### src/rtl/lp805x_sched_pkg.sv
// Shared constants for the lp805x prescaler-index scheduler: default table,
// selection modes and FSM state encoding.
package lp805x_sched_pkg;

  // Entry 0 sits in the low bits; thresholds ascend with the index.
  localparam logic [71:0] SCHED_INIT_DEFAULT = {9'd511, 9'd500, 9'd250, 9'd125,
                                                9'd62,  9'd31,  9'd15,  9'd7};

  localparam logic SCHED_FIRST = 1'b0;
  localparam logic SCHED_BEST  = 1'b1;

  typedef enum logic [1:0] {
    ST_IDLE = 2'd0,
    ST_SCAN = 2'd1,
    ST_FIN  = 2'd2
  } sched_state_e;

endpackage

### src/rtl/lp805x_sched_tbl.sv
// Threshold register file: loads INIT on reset, accepts a write only when the
// scheduler allows it and the address exists, reads combinationally.
module lp805x_sched_tbl
  import lp805x_sched_pkg::*;
#(
  parameter int FW    = 9,
  parameter int DEPTH = 8,
  parameter int IW    = $clog2(DEPTH),
  parameter logic [DEPTH*FW-1:0] INIT = (DEPTH*FW)'(SCHED_INIT_DEFAULT)
) (
  input  logic          clk,
  input  logic          rst,
  input  logic          we,
  input  logic          allow,
  input  logic [IW-1:0] waddr,
  input  logic [FW-1:0] wdata,
  input  logic [IW-1:0] raddr,
  output logic [FW-1:0] rdata,
  output logic          wr_err
);

  logic [FW-1:0] mem [DEPTH];
  logic          ok;

  // Non-power-of-two depths leave unused addresses that must be rejected.
  assign ok    = allow && (int'(waddr) < DEPTH);
  assign rdata = mem[raddr];

  always_ff @(posedge clk or negedge rst) begin
    if (!rst) begin
      for (int k = 0; k < DEPTH; k++) mem[k] <= INIT[k*FW +: FW];
      wr_err <= 1'b0;
    end else begin
      wr_err <= we && !ok;
      if (we && ok) mem[waddr] <= wdata;
    end
  end

endmodule

### src/rtl/lp805x_schedfs_gen.sv
// Prescaler-index scheduler: scans the threshold table one entry per clock and
// reports the first-fit or best-fit index, with done/busy/nofit status.
module lp805x_schedfs_gen
  import lp805x_sched_pkg::*;
#(
  parameter int FW    = 9,
  parameter int DEPTH = 8,
  localparam int IW   = $clog2(DEPTH),
  parameter logic [DEPTH*FW-1:0] INIT = (DEPTH*FW)'(SCHED_INIT_DEFAULT)
) (
  input  logic          clk,
  input  logic          rst,
  input  logic          start,
  input  logic [FW-1:0] factor,
  input  logic          mode,
  input  logic          tbl_we,
  input  logic [IW-1:0] tbl_addr,
  input  logic [FW-1:0] tbl_data,
  output logic [IW-1:0] index,
  output logic          done,
  output logic          busy,
  output logic          nofit,
  output logic          wr_err
);

  localparam logic [IW-1:0] LAST = IW'(DEPTH - 1);

  sched_state_e  state_q, state_d;
  logic [IW-1:0] ptr_q, ptr_d, bidx_q, bidx_d, index_d;
  logic [FW-1:0] f_q, f_d, bthr_q, bthr_d, thr;
  logic          m_q, m_d, bval_q, bval_d, nofit_d, done_d, hit;

  lp805x_sched_tbl #(.FW(FW), .DEPTH(DEPTH), .IW(IW), .INIT(INIT)) u_tbl (
    .clk    (clk),
    .rst    (rst),
    .we     (tbl_we),
    .allow  (state_q == ST_IDLE),
    .waddr  (tbl_addr),
    .wdata  (tbl_data),
    .raddr  (ptr_q),
    .rdata  (thr),
    .wr_err (wr_err)
  );

  assign hit  = (f_q <= thr);
  assign busy = (state_q != ST_IDLE);

  always_ff @(posedge clk or negedge rst) begin
    if (!rst) begin
      state_q <= ST_IDLE;
      ptr_q   <= '0;
      f_q     <= '0;
      m_q     <= SCHED_FIRST;
      bidx_q  <= '0;
      bthr_q  <= '0;
      bval_q  <= 1'b0;
      index   <= '0;
      nofit   <= 1'b0;
      done    <= 1'b0;
    end else begin
      state_q <= state_d;
      ptr_q   <= ptr_d;
      f_q     <= f_d;
      m_q     <= m_d;
      bidx_q  <= bidx_d;
      bthr_q  <= bthr_d;
      bval_q  <= bval_d;
      index   <= index_d;
      nofit   <= nofit_d;
      done    <= done_d;
    end
  end

  always_comb begin
    state_d = state_q;
    ptr_d   = ptr_q;
    f_d     = f_q;
    m_d     = m_q;
    bidx_d  = bidx_q;
    bthr_d  = bthr_q;
    bval_d  = bval_q;
    index_d = index;
    nofit_d = nofit;
    done_d  = 1'b0;
    case (state_q)
      ST_SCAN: begin
        // Strict less-than keeps the lower index on equal thresholds.
        if (hit && (!bval_q || thr < bthr_q)) begin
          bidx_d = ptr_q;
          bthr_d = thr;
          bval_d = 1'b1;
        end
        if ((hit && m_q == SCHED_FIRST) || ptr_q == LAST) state_d = ST_FIN;
        else ptr_d = ptr_q + IW'(1);
      end
      ST_FIN: begin
        index_d = bval_q ? bidx_q : LAST;
        nofit_d = !bval_q;
        done_d  = 1'b1;
        state_d = ST_IDLE;
      end
      default: state_d = ST_IDLE;
    endcase
    // A start in any state (re)launches a scan and drops any partial result.
    if (start) begin
      state_d = ST_SCAN;
      f_d     = factor;
      m_d     = mode;
      ptr_d   = '0;
      bval_d  = 1'b0;
    end
  end

endmodule

### config.mk
export PLATFORM = sky130hd
export DESIGN_NAME = lp805x_schedfs_gen
export DESIGN_NICKNAME = d
export VERILOG_FILES = /design/src/rtl/lp805x_sched_pkg.sv /design/src/rtl/lp805x_sched_tbl.sv /design/src/rtl/lp805x_schedfs_gen.sv
export SDC_FILE = /design/constraint.sdc
export NUM_CORES = 1
export LEC_CHECK = 0
export CAP_MARGIN = 25
export CORE_ASPECT_RATIO = 2
export CORE_MARGIN = 4
export CORE_UTILIZATION = 42
export DETAILED_ROUTE_END_ITERATION = 16
export SYNTH_ARGS = -nofsm -noshare
export SYNTH_HDL_FRONTEND = slang
export SYNTH_SLANG_ARGS = --single-unit
### constraint.sdc
create_clock -name clk -period 4.7 [get_ports clk]
set_input_delay 0.705 -clock clk [delete_from_list [all_inputs] [get_ports clk]]
set_output_delay 0.705 -clock clk [all_outputs]
set_load 0.01 [all_outputs]
==> impl_metrics.env, run 1 <==
export IMPL_outcome="complete, no violations"
export IMPL_cts_resized=0
export IMPL_cts_htree_levels=3
export IMPL_pin_count=33
export IMPL_finalMaxSlewViolations=0
export IMPL_worst_path_buf_inv=2
export IMPL_netlist_area_mm2=0.00507
export IMPL_clock_latency_ns=0.34
export IMPL_synthXorXnorAreaFrac=0.00173
export IMPL_grt_antenna_before_repair=0
export IMPL_die_w_um=85.7
export IMPL_clockRootBuffer="clkbuf_16"
export IMPL_first_iter_violations=154
export IMPL_layout_drive_gt1_share=0.444
export IMPL_cts_made_buffers=9
export IMPL_synthArstFlopShare=1.00
export IMPL_route_final_wire_length_um=10400
export IMPL_cts_sinks=106
export IMPL_area_growth_pct=15.4
export IMPL_crit_required_ns=4.93
export IMPL_grt_pass1_vias=3145
export IMPL_fin_tns_setup_ns=0
export IMPL_arrival_ns=4.05
export IMPL_final_cell_area_mm2=0.00586
export IMPL_port_buffers=32
export IMPL_p_comb_frac=0.408
export IMPL_synth_mux_area_frac=0.316
export IMPL_synth_top_area_frac=0.306
export IMPL_grt_pass1_wl_um=16900
export IMPL_hold_slack_ns=0.160
export IMPL_drcViolationCount=0
export IMPL_slew_headroom=0.552
export IMPL_post_place_ws_ns=0.826
export IMPL_synth_compound_area_share=0.0256
export IMPL_via_per_inst=5.38
export IMPL_ys_seq_elements=106
export IMPL_synthTopCellsByCount="91 x mux2_2, 62 x dfrtp_1, 44 x dfstp_2"
export IMPL_initial_core_util=0.431
export IMPL_grt_max_degree=76
export IMPL_cts_hold_buf=0
export IMPL_startpoint="ptr_q[0]"
export IMPL_core_mm2=0.0118
export IMPL_pwr_share_clk=0.194
export IMPL_synth_top_family_by_area="multiplexers"
export IMPL_max_slew_worst_pin_slew_ns=0.671
export IMPL_die_area_mm2=0.0140
export IMPL_ant_nets=0
export IMPL_grt_usage=0.163
export IMPL_diodes=0
export IMPL_die_h_um=163
export IMPL_critPathMaxFanout=21
export IMPL_synth_area_per_cell_um2=14.5
export IMPL_postSynthCellCount=350
export IMPL_period_needed_ns=3.82
export IMPL_hold_violations=0
export IMPL_period_share=0.814
export IMPL_swShare=0.320
export IMPL_synth_ff_type="dfrtp_1"
export IMPL_cp_slowest_cell="mux4_1"
export IMPL_vdd_ir_drop_max_mv=0.382
export IMPL_yosys_area_share_simple=0.0456
export IMPL_synth_area_leader_cell="dfrtp_1"
export IMPL_yosysMostFrequentCell="mux2_2"
export IMPL_final_core_util=0.498
export IMPL_cp_end_kind="flop"
export IMPL_clock_skew_ns=0.00572
export IMPL_critical_path_max_stage_delay_ns=0.61
export IMPL_worstSetupPathType="flop to flop"
export IMPL_hp_class="input port to asynchronous set/reset pin"
export IMPL_place_hpwl_um=7480
export IMPL_cts_tree="done"
export IMPL_placed_cell_area_mm2=0.00553
export IMPL_crit_path_cell_trace="buf_4 > mux4_1 > mux2_2 > inv_1 > ha_1 > a21oi_1 > o21ai_0 > o311a_1 > or2_2 > a21oi_4 > mux2_2"
export IMPL_ys_types=35
export IMPL_cts_reportedPaths_clkPinSlew_ns=0.07
export IMPL_timing_final_ws_setup_ns=0.876
export IMPL_dr_pass1_iters=4
export IMPL_r2r_start="ptr_q[0]"
export IMPL_maxCapViolCount=0
export IMPL_syn_nets=395
export IMPL_postCtsSetupRepairBufs=0
export IMPL_wl_per_cell_um=19.5
export IMPL_cp_top_family="multiplexers"
export IMPL_num_rows=56
export IMPL_synthAdderAreaFrac=0.0469
export IMPL_seq_area_frac_synth=0.534
export IMPL_vias=2880
export IMPL_power_density_mw_per_mm2=670
export IMPL_path_common_cell="mux2_2"
export IMPL_grt_ovfl_total=0
export IMPL_fmax_mhz=261
export IMPL_internal_power_mw=2.67
export IMPL_gp_congestion=0.784
export IMPL_clockBufferDepth=2
export IMPL_p_switching_mw=1.25
export IMPL_yosysWarnings=0
export IMPL_synth_edf_count=0
export IMPL_start_kind="flop"
export IMPL_rsz0062_at_grt="false"
export IMPL_p_leak_nw=2.56
export IMPL_synth_area_top_cells="dfrtp_1 31%, dfstp_2 23%, mux2_2 20%, ha_1 4.7%, mux4_2 4.4%"
export IMPL_setup_viol=0
export IMPL_finalNetCount=430
export IMPL_seqPwrFrac=0.398
[state kept, by name, indices dropped and copies added (netlist names)]
signal / count
bidx_q: 3
bthr_q: 9
bval_q: 1
done: 1
f_q: 9
index: 3
m_q: 1
nofit: 1
ptr_q: 3
state_q: 2
u_tbl.mem: 72
u_tbl.wr_err: 1
[layer usage]
layer  vias up  global-route usage  part of all wire
met5         -                   0                 0
met4         0              0.0742             0.034
met3        21              0.0303             0.030
met2        56               0.305              0.56
met1      1467               0.171              0.37
li1       1336                   -                 -
[per-stage QoR]
| step | std cells | total power [mW] |
|---|---|---|
| finish | 535 | 3.93 |
| global route | 535 | 4.22 |
| CTS | 534 | 3.99 |
| detailed placement | 518 | 3.21 |
| global placement | 518 | 3.15 |
| floorplan | 350 | 2.79 |
[worst reg2reg max path, delay by kind of cell (launching register included)]
family | cells | cell delay (ns)
flip-flops | 1 | 0.32
multiplexers | 3 | 1.29
buffers and inverters | 2 | 0.41
AO/OA/AOI/OAI | 4 | 1.08
adder cells (fa/ha/maj) | 1 | 0.25
AND/OR/NAND/NOR | 1 | 0.34
[path summary, 6_finish.rpt]
check                           endpoint  slack (ns)  depth (start not counted)
max                            bthr_q[0]        0.88                         11
min                           state_q[0]        0.16                          1
max reg2reg                    bthr_q[0]        0.88                         11
min in group clk                index[0]        0.49                          2
max in group asynchronous  u_tbl.mem[30]        3.91                          2
min reg2reg                     index[0]        0.49                          2
[kinds of logic (layout without fill, tap and decap cells)]
family,count (synthesis),after routing
AOI/OAI and AO/OA,20,20
xor gates and xnor gates,1,1
adders and majority gates,19,19
buffers and inverters,34,74
DFF,106,106
muxes,122,122
and+or+nand+nor,48,48
[power by group through the flow]
| stage | sequential (mW) | combinational [mW] | clock (mW) |
|---|---|---|---|
| 4_1_cts | 1.57 | 1.64 | 0.790 |
| 6_report | 1.56 | 1.60 | 0.762 |
| 2_1_floorplan | 1.53 | 1.27 | 0 |
| 5_1_grt | 1.61 | 1.78 | 0.825 |
| 3_3_place_gp | 1.56 | 1.59 | 0 |
| 3_5_place_dp | 1.58 | 1.63 | 0 |
[cell type report]
type | count | area, um2
inverters | 22 | 82.6
multi-input cells | 210 | 2210
repair buffers | 36 | 368
clock buffers | 10 | 239
clock inverters | 6 | 65.1
well taps | 145 | 181
fillers | 1049 | 5910
flip-flops and latches | 106 | 2710
[layout by cell type, fill, tap and decap left out, drive strengths merged, types with 2 or more instances in the layout]
cell type	n
a21oi	8
and3	3
buf	5
clkbuf	10
clkdlybuf4s50	31
clkinv	3
dfrtp	62
dfstp	44
ha	19
inv	23
mux2	94
mux2i	10
mux4	18
nand2	15
nand2b	3
nand3	3
nand4	2
nor2	13
nor2b	4
nor3	2
o21ai	8
Note: power is estimated with default switching activity, not from simulation.
==> inputs of run 2 (changes only) <==
==> constraint.sdc (replaced) <==
create_clock -name clk -period 3.5 [get_ports clk]
set_input_delay 0.525 -clock clk [delete_from_list [all_inputs] [get_ports clk]]
set_output_delay 0.525 -clock clk [all_outputs]
set_load 0.01 [all_outputs]
==> run 2 against run 1 <==
  * Non-clock buffer count rose by 14
  * Design area rose by 3.9%
  * Clock-buffer cell count fell by 1
  * Largest cell class unchanged
  * Critical path depth rose by 2
  * Worst setup slack got worse by 0.82 ns
  * Sequential share of layout area fell by 1.7 points
  * Largest power group unchanged
  * Maximum frequency rose by 11%
  * First-iteration DRC count fell by 36%
  * Core utilization rose by 1.9 points
  * Final cell count rose by 2.6%
  * Die area did not move
==> impl_metrics.env, run 2 (synthesis gave the netlist of run 1 again) <==
export IMPL_outcome="complete, no violations"
export IMPL_wl_met3_um=265
export IMPL_via_per_inst=5.42
export IMPL_vdd_ir_drop_max_mv=0.560
export IMPL_start_kind="flop"
export IMPL_slew_headroom=0.494
export IMPL_die_w_um=85.7
export IMPL_wl_met2_um=6030
export IMPL_p_total_mw=5.65
export IMPL_cts_htree_levels=3
export IMPL_clock_skew_ns=0.00746
export IMPL_grt_usage=0.164
export IMPL_period_share=0.983
export IMPL_hp_class="input port to asynchronous set/reset pin"
export IMPL_grt_ovfl_total=0
export IMPL_final_cell_mix="87 x mux2_2, 62 x dfrtp_1, 44 x dfstp_2, 31 x clkdlybuf4s50_1, 17 x inv_1"
export IMPL_route_final_wire_length_um=10800
export IMPL_die_area_mm2=0.0140
export IMPL_fmax_mhz=291
export IMPL_gp_congestion=0.803
export IMPL_cts_tree="done"
export IMPL_power_density_mw_per_mm2=928
export IMPL_clockRootBuffer="clkbuf_16"
export IMPL_clockBufferDepth=2
export IMPL_critical_path_max_stage_delay_ns=0.54
export IMPL_cp_end_kind="flop"
export IMPL_place_hpwl_um=7640
export IMPL_setup_viol=0
export IMPL_max_slew_worst_pin_slew_ns=0.759
export IMPL_layout_drive_gt1_share=0.498
export IMPL_port_buffers=32
export IMPL_dr_pass1_iters=4
export IMPL_startpoint="ptr_q[0]"
export IMPL_dr_max_layer_used="met4"
export IMPL_r2r_start="ptr_q[0]"
export IMPL_die_h_um=163
export IMPL_placed_cell_area_mm2=0.00559
export IMPL_diodes=0
export IMPL_grt_pass1_vias=3307
export IMPL_drcViolationCount=0
export IMPL_finalMaxSlewViolations=0
export IMPL_ant_nets=0
export IMPL_final_cells=549
export IMPL_final_cell_area_mm2=0.00608
export IMPL_placedCellCount=522
export IMPL_grt_antenna_before_repair=0
export IMPL_crit_path_cell_trace="buf_12 > buf_8 > mux4_1 > mux2_2 > inv_1 > ha_1 > nand2_1 > o21ai_1 > o311a_1 > or2_4 > a21oi_4 > buf_6 > mux2_4"
export IMPL_first_iter_violations=98
export IMPL_vias=2976
export IMPL_grt_pass1_wl_um=17200
export IMPL_cts_hold_buf=0
export IMPL_cts_reportedPaths_clkPinSlew_ns=0.07
export IMPL_top_regs="u_tbl.mem: 72 flops, bthr_q: 9 flops, f_q: 9 flops"
export IMPL_layout_commonest_cell="mux2_2"
export IMPL_crit_required_ns=3.73
export IMPL_pin_count=33
export IMPL_regMostFlops="u_tbl.mem"
export IMPL_worstSetupPathType="flop to flop"
export IMPL_period_needed_ns=3.44
export IMPL_maxCapViolCount=0
export IMPL_cp_top_family="multiplexers"
export IMPL_clock_latency_ns=0.34
export IMPL_largest_reg_flops=72
export IMPL_finalNetCount=444
export IMPL_wl_per_cell_um=19.8
export IMPL_arrival_ns=3.67
export IMPL_num_rows=56
export IMPL_area_growth_pct=19.9
export IMPL_initial_core_util=0.431
export IMPL_worst_path_buf_inv=4
export IMPL_grt_max_degree=62
export IMPL_p_leak_nw=2.64
export IMPL_cts_made_buffers=9
export IMPL_cts_sinks=106
export IMPL_m1WireLength_um=3980
export IMPL_critPathMaxFanout=6
export IMPL_cp_slowest_cell="mux4_1"
export IMPL_hold_slack_ns=0.238
export IMPL_hold_violations=0
export IMPL_core_mm2=0.0118
run 2: cell count changes in the layout (fill, tap and decap cells not counted), sizes merged:
cell	before	now
inv	23	25
clkbuf	10	9
buf	5	19
clkinvlp	1	2
bufinv	1	0
clkinv	3	2
run 2: metal layers:
metal / global-route usage / vias to the layer above
met1: 0.174 / 1542
li1: - / 1359
met2: 0.300 / 51
met4: 0.0958 / 0
met5: 0 / -
met3: 0.0242 / 24
run 2: where the power goes:
part / switching, mW / total [mW] / internal, mW
registers: 0.231 / 2.10 / 1.87
clock network: 0.467 / 0.955 / 0.489
logic: 1.15 / 2.59 / 1.44
total: 1.85 / 5.65 / 3.79
run 2: metrics by stage:
stage	setup TNS, ns	worst slack (ns)	utilization
after floorplan	0	0.0261	-
after global placement	0	0.0795	0.475
after detailed placement	-0.714	-0.104	0.475
final	0	0.0583	0.517
after global routing	-0.161	-0.0499	0.517
after CTS	0	0.00801	0.503
run 2: worst paths after layout:
kind	to	slack [ns]	cells after the start
worst max register to register	bidx_q[0]	0.06	13
min in group clk	index[2]	0.49	2
worst min register to register	index[2]	0.49	2
worst max-delay path	bidx_q[0]	0.06	13
worst min-delay path	m_q	0.24	1
max in group asynchronous	u_tbl.mem[19]	2.48	2
run 2: cell type report:
class,instances,area [um2]
fillers,1036,5690
flip-flops and latches,106,2710
multi-input cells,210,2300
repair buffers,50,534
clock buffers,9,225
well taps,145,181
inverters,22,82.6
clock inverters,7,51.3
run 2: worst reg2reg max path, stage by stage, from the launching register on:
cell and delay (ns):
dfrtp_1 0.42, buf_12 0.15, buf_8 0.13, mux4_1 0.55, mux2_2 0.31, inv_1 0.09, ha_1 0.26, nand2_1 0.11
o21ai_1 0.09, o311a_1 0.36, or2_4 0.28, a21oi_4 0.19, buf_6 0.14, mux2_4 0.28
run 2: repair_timing:
action	4_1_cts	5_1_grt
endpoints found under the setup margin	10	14
gates resized for setup	2	23
pin swaps	0	3
setup buffers	4	7
